[src/rtl/rr_arb4_if.sv]
// Valid/ready bundle between four producers, the rr_arb4 arbiter and its
// single downstream consumer. The arbiter takes the slave side.
interface rr_arb4_if #(
  parameter int N = 5
);
  logic [3:0]   in_valid;
  logic [N-1:0] in0;
  logic [N-1:0] in1;
  logic [N-1:0] in2;
  logic [N-1:0] in3;
  logic [3:0]   in_ready;
  logic         out_valid;
  logic         out_ready;
  logic [N-1:0] out_data;
  logic [1:0]   out_src;

  modport master (
    output in_valid, in0, in1, in2, in3, out_ready,
    input  in_ready, out_valid, out_data, out_src
  );

  modport slave (
    input  in_valid, in0, in1, in2, in3, out_ready,
    output in_ready, out_valid, out_data, out_src
  );
endinterface

[src/rtl/rr_arb4.sv]
// Four-channel round-robin arbiter feeding one registered output slot.
// The granted word is steered through a 4:1 mux selected by the grant index.
//
// state | meaning
// EMPTY | output slot holds no word (out_valid=0)
// FULL  | output slot holds a word (out_valid=1)
module rr_arb4 #(
  parameter int N = 5
) (
  input logic   clk,
  input logic   rst,
  rr_arb4_if.slave bus
);

  typedef enum logic {EMPTY = 1'b0, FULL = 1'b1} state_t;

  state_t       state;
  logic [1:0]   last;
  logic [N-1:0] data_q;
  logic [1:0]   src_q;

  logic [1:0]   gnt;
  logic [1:0]   cand;
  logic         any_req;
  logic         load_en;
  logic         xfer_in;
  logic [N-1:0] mux_out;

  // Rotating-priority scan: last+1 first, last itself last.
  always_comb begin
    gnt     = 2'd0;
    any_req = 1'b0;
    cand    = 2'd0;
    for (int k = 1; k <= 4; k++) begin
      cand = last + 2'(k);
      if (!any_req && bus.in_valid[cand]) begin
        gnt     = cand;
        any_req = 1'b1;
      end
    end
  end

  // Mux4 stage selected by the grant; data never reaches in_ready.
  always_comb begin
    case (gnt)
      2'd0:    mux_out = bus.in0;
      2'd1:    mux_out = bus.in1;
      2'd2:    mux_out = bus.in2;
      default: mux_out = bus.in3;
    endcase
  end

  // Slot can accept when empty or draining this cycle; nothing accepted in reset.
  always_comb begin
    load_en      = (state == EMPTY) || bus.out_ready;
    bus.in_ready = 4'b0000;
    if (load_en && any_req && !rst) begin
      bus.in_ready[gnt] = 1'b1;
    end
    xfer_in = |(bus.in_valid & bus.in_ready);
  end

  // Slot FSM, registered word/source and priority pointer.
  always_ff @(posedge clk) begin
    if (rst) begin
      state  <= EMPTY;
      data_q <= '0;
      src_q  <= 2'd0;
      last   <= 2'd3;
    end else begin
      case (state)
        EMPTY: begin
          if (xfer_in) begin
            state  <= FULL;
            data_q <= mux_out;
            src_q  <= gnt;
            last   <= gnt;
          end
        end
        FULL: begin
          if (xfer_in) begin
            data_q <= mux_out;
            src_q  <= gnt;
            last   <= gnt;
          end else if (bus.out_ready) begin
            state <= EMPTY;
          end
        end
        default: state <= EMPTY;
      endcase
    end
  end

  assign bus.out_valid = (state == FULL);
  assign bus.out_data  = data_q;
  assign bus.out_src   = src_q;

endmodule

[src/flat_wrapper.sv]
// flat-port wrapper written by rule: the top's interface ports become plain ports
module rr_arb4_flat 
#(
  parameter int N = 5
)
  (clk, rst, bus_in_valid, bus_in0, bus_in1, bus_in2, bus_in3, bus_out_ready, bus_in_ready, bus_out_valid, bus_out_data, bus_out_src);
  rr_arb4_if #(.N(N)) bus_i ();
  input logic clk;
  input logic rst;
  input wire logic [$bits(bus_i.in_valid)-1:0] bus_in_valid;
  input wire logic [$bits(bus_i.in0)-1:0] bus_in0;
  input wire logic [$bits(bus_i.in1)-1:0] bus_in1;
  input wire logic [$bits(bus_i.in2)-1:0] bus_in2;
  input wire logic [$bits(bus_i.in3)-1:0] bus_in3;
  input wire logic [$bits(bus_i.out_ready)-1:0] bus_out_ready;
  output wire logic [$bits(bus_i.in_ready)-1:0] bus_in_ready;
  output wire logic [$bits(bus_i.out_valid)-1:0] bus_out_valid;
  output wire logic [$bits(bus_i.out_data)-1:0] bus_out_data;
  output wire logic [$bits(bus_i.out_src)-1:0] bus_out_src;
  assign bus_i.in_valid = bus_in_valid;
  assign bus_i.in0 = bus_in0;
  assign bus_i.in1 = bus_in1;
  assign bus_i.in2 = bus_in2;
  assign bus_i.in3 = bus_in3;
  assign bus_i.out_ready = bus_out_ready;
  assign bus_in_ready = bus_i.in_ready;
  assign bus_out_valid = bus_i.out_valid;
  assign bus_out_data = bus_i.out_data;
  assign bus_out_src = bus_i.out_src;
  rr_arb4 #(.N(N)) u_core (.clk(clk), .rst(rst), .bus(bus_i));
endmodule
[config.mk]
export PLATFORM = sky130hd
export DESIGN_NAME = rr_arb4_flat
export DESIGN_NICKNAME = d
export VERILOG_FILES = /design/src/rtl/rr_arb4_if.sv /design/src/rtl/rr_arb4.sv /design/src/flat_wrapper.sv
export SDC_FILE = /design/constraint.sdc
export NUM_CORES = 1
export LEC_CHECK = 0
export CAP_MARGIN = 25
export CORE_UTILIZATION = 39
export DETAILED_ROUTE_END_ITERATION = 6
export PLACE_DENSITY = 0.83
export SLEW_MARGIN = 40
export SYNTH_ARGS = -nofsm -noshare
export SYNTH_HDL_FRONTEND = slang
export SYNTH_SLANG_ARGS = --single-unit
export TNS_END_PERCENT = 50
[constraint.sdc]
create_clock -name clk -period 2.78 [get_ports clk]
set_input_delay 0.556 -clock clk [delete_from_list [all_inputs] [get_ports clk]]
set_output_delay 0.556 -clock clk [all_outputs]
set_load 0.1 [all_outputs]
==> reports/qor_table.md, run 1 <==
| Quantity | Value |
|:---|:---|
| Netlist area before placement | 654.4 sq um |
| Final hold violations | 0 |
| CP endpoint kind | output pin |
| Worst Setup Path Type | in -> out |
| Final cell area excluding filler cells | 1157 sq um |
| Via count of the first global-routing pass | 764 |
| Die height | 42.96 um |
| Total design power | 0.5745 mW |
| Relative slew slack | 0.7494 |
| Global placer's final weighted congestion | 0.7587 |
| Worst setup skew after layout | 4.638 ps |
| Final period utilization | 0.9833 |
| Most common library cell in the layout ignoring fill and taps | clkdlybuf4s50_1 |
| Routed len/inst | 14.60 um |
| Layout-stage area growth over the synthesis result | 76.86% |
| Number of design-rule violations left by the first detailed-router iteration | 21 |
| Actual transition at the worst max-transition pin | 374.6 ps |
| Critical Path Source Type | input pin |
| Post-route DRC violation count | 0 |
| H-tree level count | 1 |
| Clock Pin Slew Worst Setup and Hold Paths | 70 ps |
| Arr. time, crit path | 2180 ps |
| Number of antenna cells inserted | 0 |
| Number of antenna-violating nets in the routed design | 0 |
| Post-route minimum period | 2734 ps |
| Yosys warning count | 0 |
| Floorplan row count | 14 |
| Register bit total from synthesis | 10 |
| Worst Hold Class | reg -> reg |
| TritonCTS clock tree | yes |
| Total nets after synthesis | 105 |
| Effective utilization at floorplan | 0.4245 |
| # nets final | 151 |
| Antenna violations before repair | 0 |
| FILL cells | 120 |
| Total power per unit cell area | 496.4 nW/um^2 |
| Area inside the core boundary | 1541 sq um |
| Detailed-route wire length | 2030 um |
| CTS buffer count | 3 |
| Highest-count cells in the layout ignoring fill and taps | clkdlybuf4s50_1 (25), buf_4 (15), a211oi_1 (10), dfxtp_1 (10) |
| Data required time of the critical path | 2220 ps |
| Max-cap violation count | 0 |
| Logic depth of the worst register-to-register path | 6 |
| Total congestion overflow | 0 |
| Gate Count Post-Synth | 78 |
| Root cell of the clock tree | clkbuf_4 |
| Final setup violation count | 0 |
| Largest fanout of any net on the critical path | 5 |
| Clock latency of the later-clocked register in the worst-skew pair | 260 ps |
| Width of the chip | 42.96 um |
| Setup Buffers After CTS | 0 |
| Number of buffers inserted by port buffering | 38 |
| Status | complete, no violations |
| Largest net degree at the start of global routing | 12 |
| DP Area | 1106 sq um |
| Fraction of registers with async set or reset after synthesis | 0 |
| Routed via count | 795 |
| Achievable Freq | 365.8 MHz |
| Count of flip-flops with a built-in enable after synthesis | 0 |
| Worst voltage drop across the vdd grid | 385.3 uV |
| Max Slew Vio Count | 0 |
| Leakage power summed over all cells | 0.4952 nW |
| Global-route usage over all layers | 0.2426 |
| Total I/O pin count | 39 |
| Num Clock Sinks | 10 |
| Register area share after synthesis | 0.3059 |
| Top FF cell, synth | dfxtp_1 |
| Pre-antenna DRT Iters | 4 |
| DIE AREA | 1846 sq um |
| Share of layout cells above drive strength 1 | 0.2927 |
| Vias per std cell | 5.719 |
| Sum of net half-perimeters after detailed placement | 1527 um |
| Mean instance size in the synthesized netlist | 8.389 sq um |
| Worst-case clock buffer depth | 2 |
| First-pass GRT wire length | 3401 um |
| Count of cell types in the netlist | 28 |
| Hold path cells | 2 |
[metrics by stage]
step,util,hold WS (ps),cells,setup TNS [ps],setup slack [ps]
floorplan,-,523.3,78,-937.4,-369.4
CTS,0.7411,482.3,139,0,33.24
finish,0.7508,477.6,139,0,46.29
detailed placement,0.7175,470.9,135,0,51.59
global placement,0.7175,457.6,135,0,99.26
global route,0.7508,507.3,139,-8.595,-8.595
[cell type report]
type	count	area, sq um	share of cell area
clock buffer	4	36.28	0.03135
tap	16	20.02	0.01730
sequential	10	200.2	0.1730
multi-input combinational	59	426.7	0.3686
timing repair buffer	45	455.4	0.3935
inverter	5	18.77	0.01622
[worst paths after layout]
| kind | startpoint | end | slack [ps] |
|---|---|---|---|
| worst max-delay path | bus_in_valid[1] | bus_in_ready[1] | 50 |
| worst max register to register | u_core.last[0] | u_core.bus.out_data[4] | 1050 |
| worst min-delay path | u_core.bus.out_src[1] | u_core.bus.out_src[1] | 480 |
| worst min register to register | u_core.bus.out_src[1] | u_core.bus.out_src[1] | 480 |
[critical path, stage by stage]
cell and delay (ps):
clkdlybuf4s50_1 570, nand2b_1 110, a21o_2 240, and3_1 230, nor3_2 260, buf_12 210
[state kept, by name (all words and copies together), names as in the netlist]
name	cells
u_core.bus.out_src	2
u_core.bus.out_valid	1
u_core.bus.out_data	5
u_core.last	2
[power by group]
part / switching [mW] / leakage, nW / internal [mW] / total, mW
registers: 0.00995 / 0.0830 / 0.156 / 0.166
logic: 0.173 / 0.391 / 0.102 / 0.275
clock network: 0.0536 / 0.0210 / 0.0794 / 0.133
[timing repair]
item                                    CTS  global route
hold buffers                              0             0
gates resized for setup                   0             4
endpoints found under the setup margin    0             2
[logic make-up (layout without fill, tap and decap cells)]
kind of cell | Yosys count | in the layout | synth area share
buffers and inverters | 9 | 54 | 0.08413
and+or+nand+nor | 26 | 26 | 0.2161
muxes | 5 | 5 | 0.07648
DFF | 10 | 10 | 0.3059
AOI/OAI and AO/OA | 28 | 28 | 0.3174
[metal layers]
layer  up-vias  GRT usage  share of wire
li1        379          -              -
met1       378     0.3272           0.45
met2        32     0.3879           0.47
met3         6    0.03404          0.049
met4         0    0.09697          0.021
met5         -          0              0
[cells in the mapped netlist, types with 2 or more instances]
library cell,count,area [sq um]
mux2i_1,5,50.05
a31oi_1,5,31.28
nand2b_1,2,12.51
inv_1,5,18.77
a21oi_1,2,10.01
a211oi_1,10,75.07
nor2_1,8,30.03
dfxtp_1,10,200.2
nor3_1,3,15.01
nor2b_1,3,18.77
nand2_1,3,11.26
o21bai_1,6,45.04
Power figures use the tool's default switching activity.
==> run 2: changes to the inputs <==
--- a/config.mk
+++ b/config.mk
@@ -9,6 +9,7 @@
 export CORE_UTILIZATION = 39
 export DETAILED_ROUTE_END_ITERATION = 6
 export PLACE_DENSITY = 0.83
+export SETUP_SLACK_MARGIN = 0.5
 export SLEW_MARGIN = 40
 export SYNTH_ARGS = -nofsm -noshare
 export SYNTH_HDL_FRONTEND = slang
==> reports/qor_table.md, run 2 (synthesized netlist as in run 1, its figures left out) <==
| Quantity | Value |
|:---|:---|
| Status | complete, no violations |
| Floorplan row count | 14 |
| TritonCTS clock tree | yes |
| Layout-stage area growth over the synthesis result | 87.95% |
| Total power per unit cell area | 459.9 nW/um^2 |
| Global placer's final weighted congestion | 0.7450 |
| Most used routing layer in global routing | met2 |
| Via count of the first global-routing pass | 791 |
| Leakage power summed over all cells | 0.5229 nW |
| H-tree level count | 1 |
| Place WS | -6.156 ps |
| Clock group share of total power | 0.176 |
| Grt met3 use | 0.07234 |
| Worst setup skew after layout | 7.588 ps |
| Post-route worst setup slack | 563.5 ps |
| Worst Setup Path Type | in -> out |
| Die height | 42.96 um |
| Post-route DRC violation count | 0 |
| Global-route usage over all layers | 0.2607 |
| Width of the chip | 42.96 um |
| Final setup violation count | 0 |
| DIE AREA | 1846 sq um |
| Actual transition at the worst max-transition pin | 409.5 ps |
| Launch point of the worst hold path | u_core.bus.out_src[1] |
| Share of layout cells above drive strength 1 | 0.4127 |
| Relative slew slack | 0.7247 |
| Effective utilization at floorplan | 0.4245 |
| Largest fanout of any net on the critical path | 5 |
| FILL cells | 106 |
| Routed via count | 772 |
| Max Slew Vio Count | 0 |
| Root cell of the clock tree | clkbuf_4 |
| Most common library cell in the layout ignoring fill and taps | clkdlybuf4s50_1 |
| Largest net degree at the start of global routing | 12 |
| Number of buffers inserted by port buffering | 38 |
| Net switching component of the power | 0.2450 mW |
| Worst hold slack after final layout | 485.2 ps |
| Worst voltage drop across the vdd grid | 384.5 uV |
| CTS buffer count | 3 |
| Worst Hold Class | reg -> reg |
| Unrepaired setup endpoints after global routing | false |
| Share of total power consumed by net switching | 0.4332 |
| Critical Path Source Type | input pin |
| Hold buffer count at cts | 0 |
| Num Clock Sinks | 10 |
| Clock latency of the later-clocked register in the worst-skew pair | 270 ps |
| Total congestion overflow | 0 |
| Number of design-rule violations left by the first detailed-router iteration | 13 |
| Max-cap violation count | 0 |
| GR met2 Demand/Resource | 0.4424 |
| CP endpoint kind | output pin |
| Utilization after layout | 0.7979 |
| Total I/O pin count | 39 |
| First-pass GRT wire length | 3553 um |
| Vias per std cell | 5.437 |
| Final instance count without filler cells | 142 |
| Part of the total power dissipated in combinational logic | 0.528 |
| Highest-count cells in the layout ignoring fill and taps | clkdlybuf4s50_1 (20), buf_4 (18), a211oi_1 (10) |
| Area inside the core boundary | 1541 sq um |
| Placed cell count | 136 |
| Achievable Freq | 451.2 MHz |
| Met1 GRT Util | 0.3185 |
| Post-route minimum period | 2217 ps |
| Worst-case clock buffer depth | 2 |
| Number of antenna cells inserted | 0 |
| # nets final | 155 |
| Flip-flop count of the largest register after layout | 5 |
| Arr. time, crit path | 1660 ps |
| Clock Pin Slew Worst Setup and Hold Paths | 60 ps |
| Register share of total power | 0.296 |
| Final hold violations | 0 |
| Antenna violations before repair | 0 |
| Launch point of the worst reg-to-reg path | u_core.last[0] |
| Sum of net half-perimeters after detailed placement | 1568 um |
| Critical path startpoint | bus_in_valid[3] |
| Data required time of the critical path | 2220 ps |
| Routed len/inst | 15.09 um |
| Number of antenna-violating nets in the routed design | 0 |
| Total internal power | 0.3207 mW |
| Pre-antenna DRT Iters | 4 |
| Detailed-route wire length | 2143 um |
| Final period utilization | 0.7973 |
## run 2: cell types whose count changed in the layout (fill, tap and decap cells not counted), sizes merged
cell           change
buf                +8
clkbuf             -1
clkdlybuf4s50      -5
dlygate4sd2        +2
dlymetal6s2s       -1
## run 2: final cells by class
type,instances,area [sq um],area share
clock buffers,3,22.52,0.01831
inverters,5,18.77,0.01526
multi-input cells,59,501.7,0.4079
flip-flops and latches,10,202.7,0.1648
well taps,16,20.02,0.01628
repair buffers,49,464.2,0.3774
## run 2: what timing repair did
item | in CTS | in global routing
resized for setup | 30 | 0
setup endpoints to repair | 4 | 1
pin swaps | 7 | 1
setup buffers | 3 | 0
## run 2: per-stage QoR
step | power, mW | area, sq um | TNS (ps)
finish | 0.5657 | 1230 | 0
global route | 0.5918 | 1230 | 0
CTS | 0.5666 | 1230 | 0
detailed placement | 0.4560 | 1156 | -6.156
global placement | 0.4519 | 1156 | 0
floorplan | 0.3664 | 715.7 | 0
## run 2: power by group through the flow
stage | Clock, mW | Combinational, mW | Sequential, mW
final | 0.0994 | 0.299 | 0.167
after global routing | 0.111 | 0.313 | 0.169
after CTS | 0.102 | 0.297 | 0.167
after detailed placement | 0 | 0.286 | 0.170
after global placement | 0 | 0.283 | 0.169
after floorplan | 0 | 0.122 | 0.244
## run 2: critical path, cell delays in order
cell     delay, ps
buf_2          130
or2_2          310
o221a_4        140
buf_4          150
nor3_4         160
buf_12         200
## run 2: worst paths after layout
kind                       endpoint  slack, ps  cells past startpoint
max                 bus_in_ready[0]        560                      6
min           u_core.bus.out_src[1]        490                      2
max reg2reg  u_core.bus.out_data[0]       1130                      7
min reg2reg   u_core.bus.out_src[1]        490                      2
## run 2: layer usage
metal	part of all wire	wire length [um]
met2	0.52	1124
met3	0.040	86
met4	0.0061	13
met1	0.43	918
met5	0	0
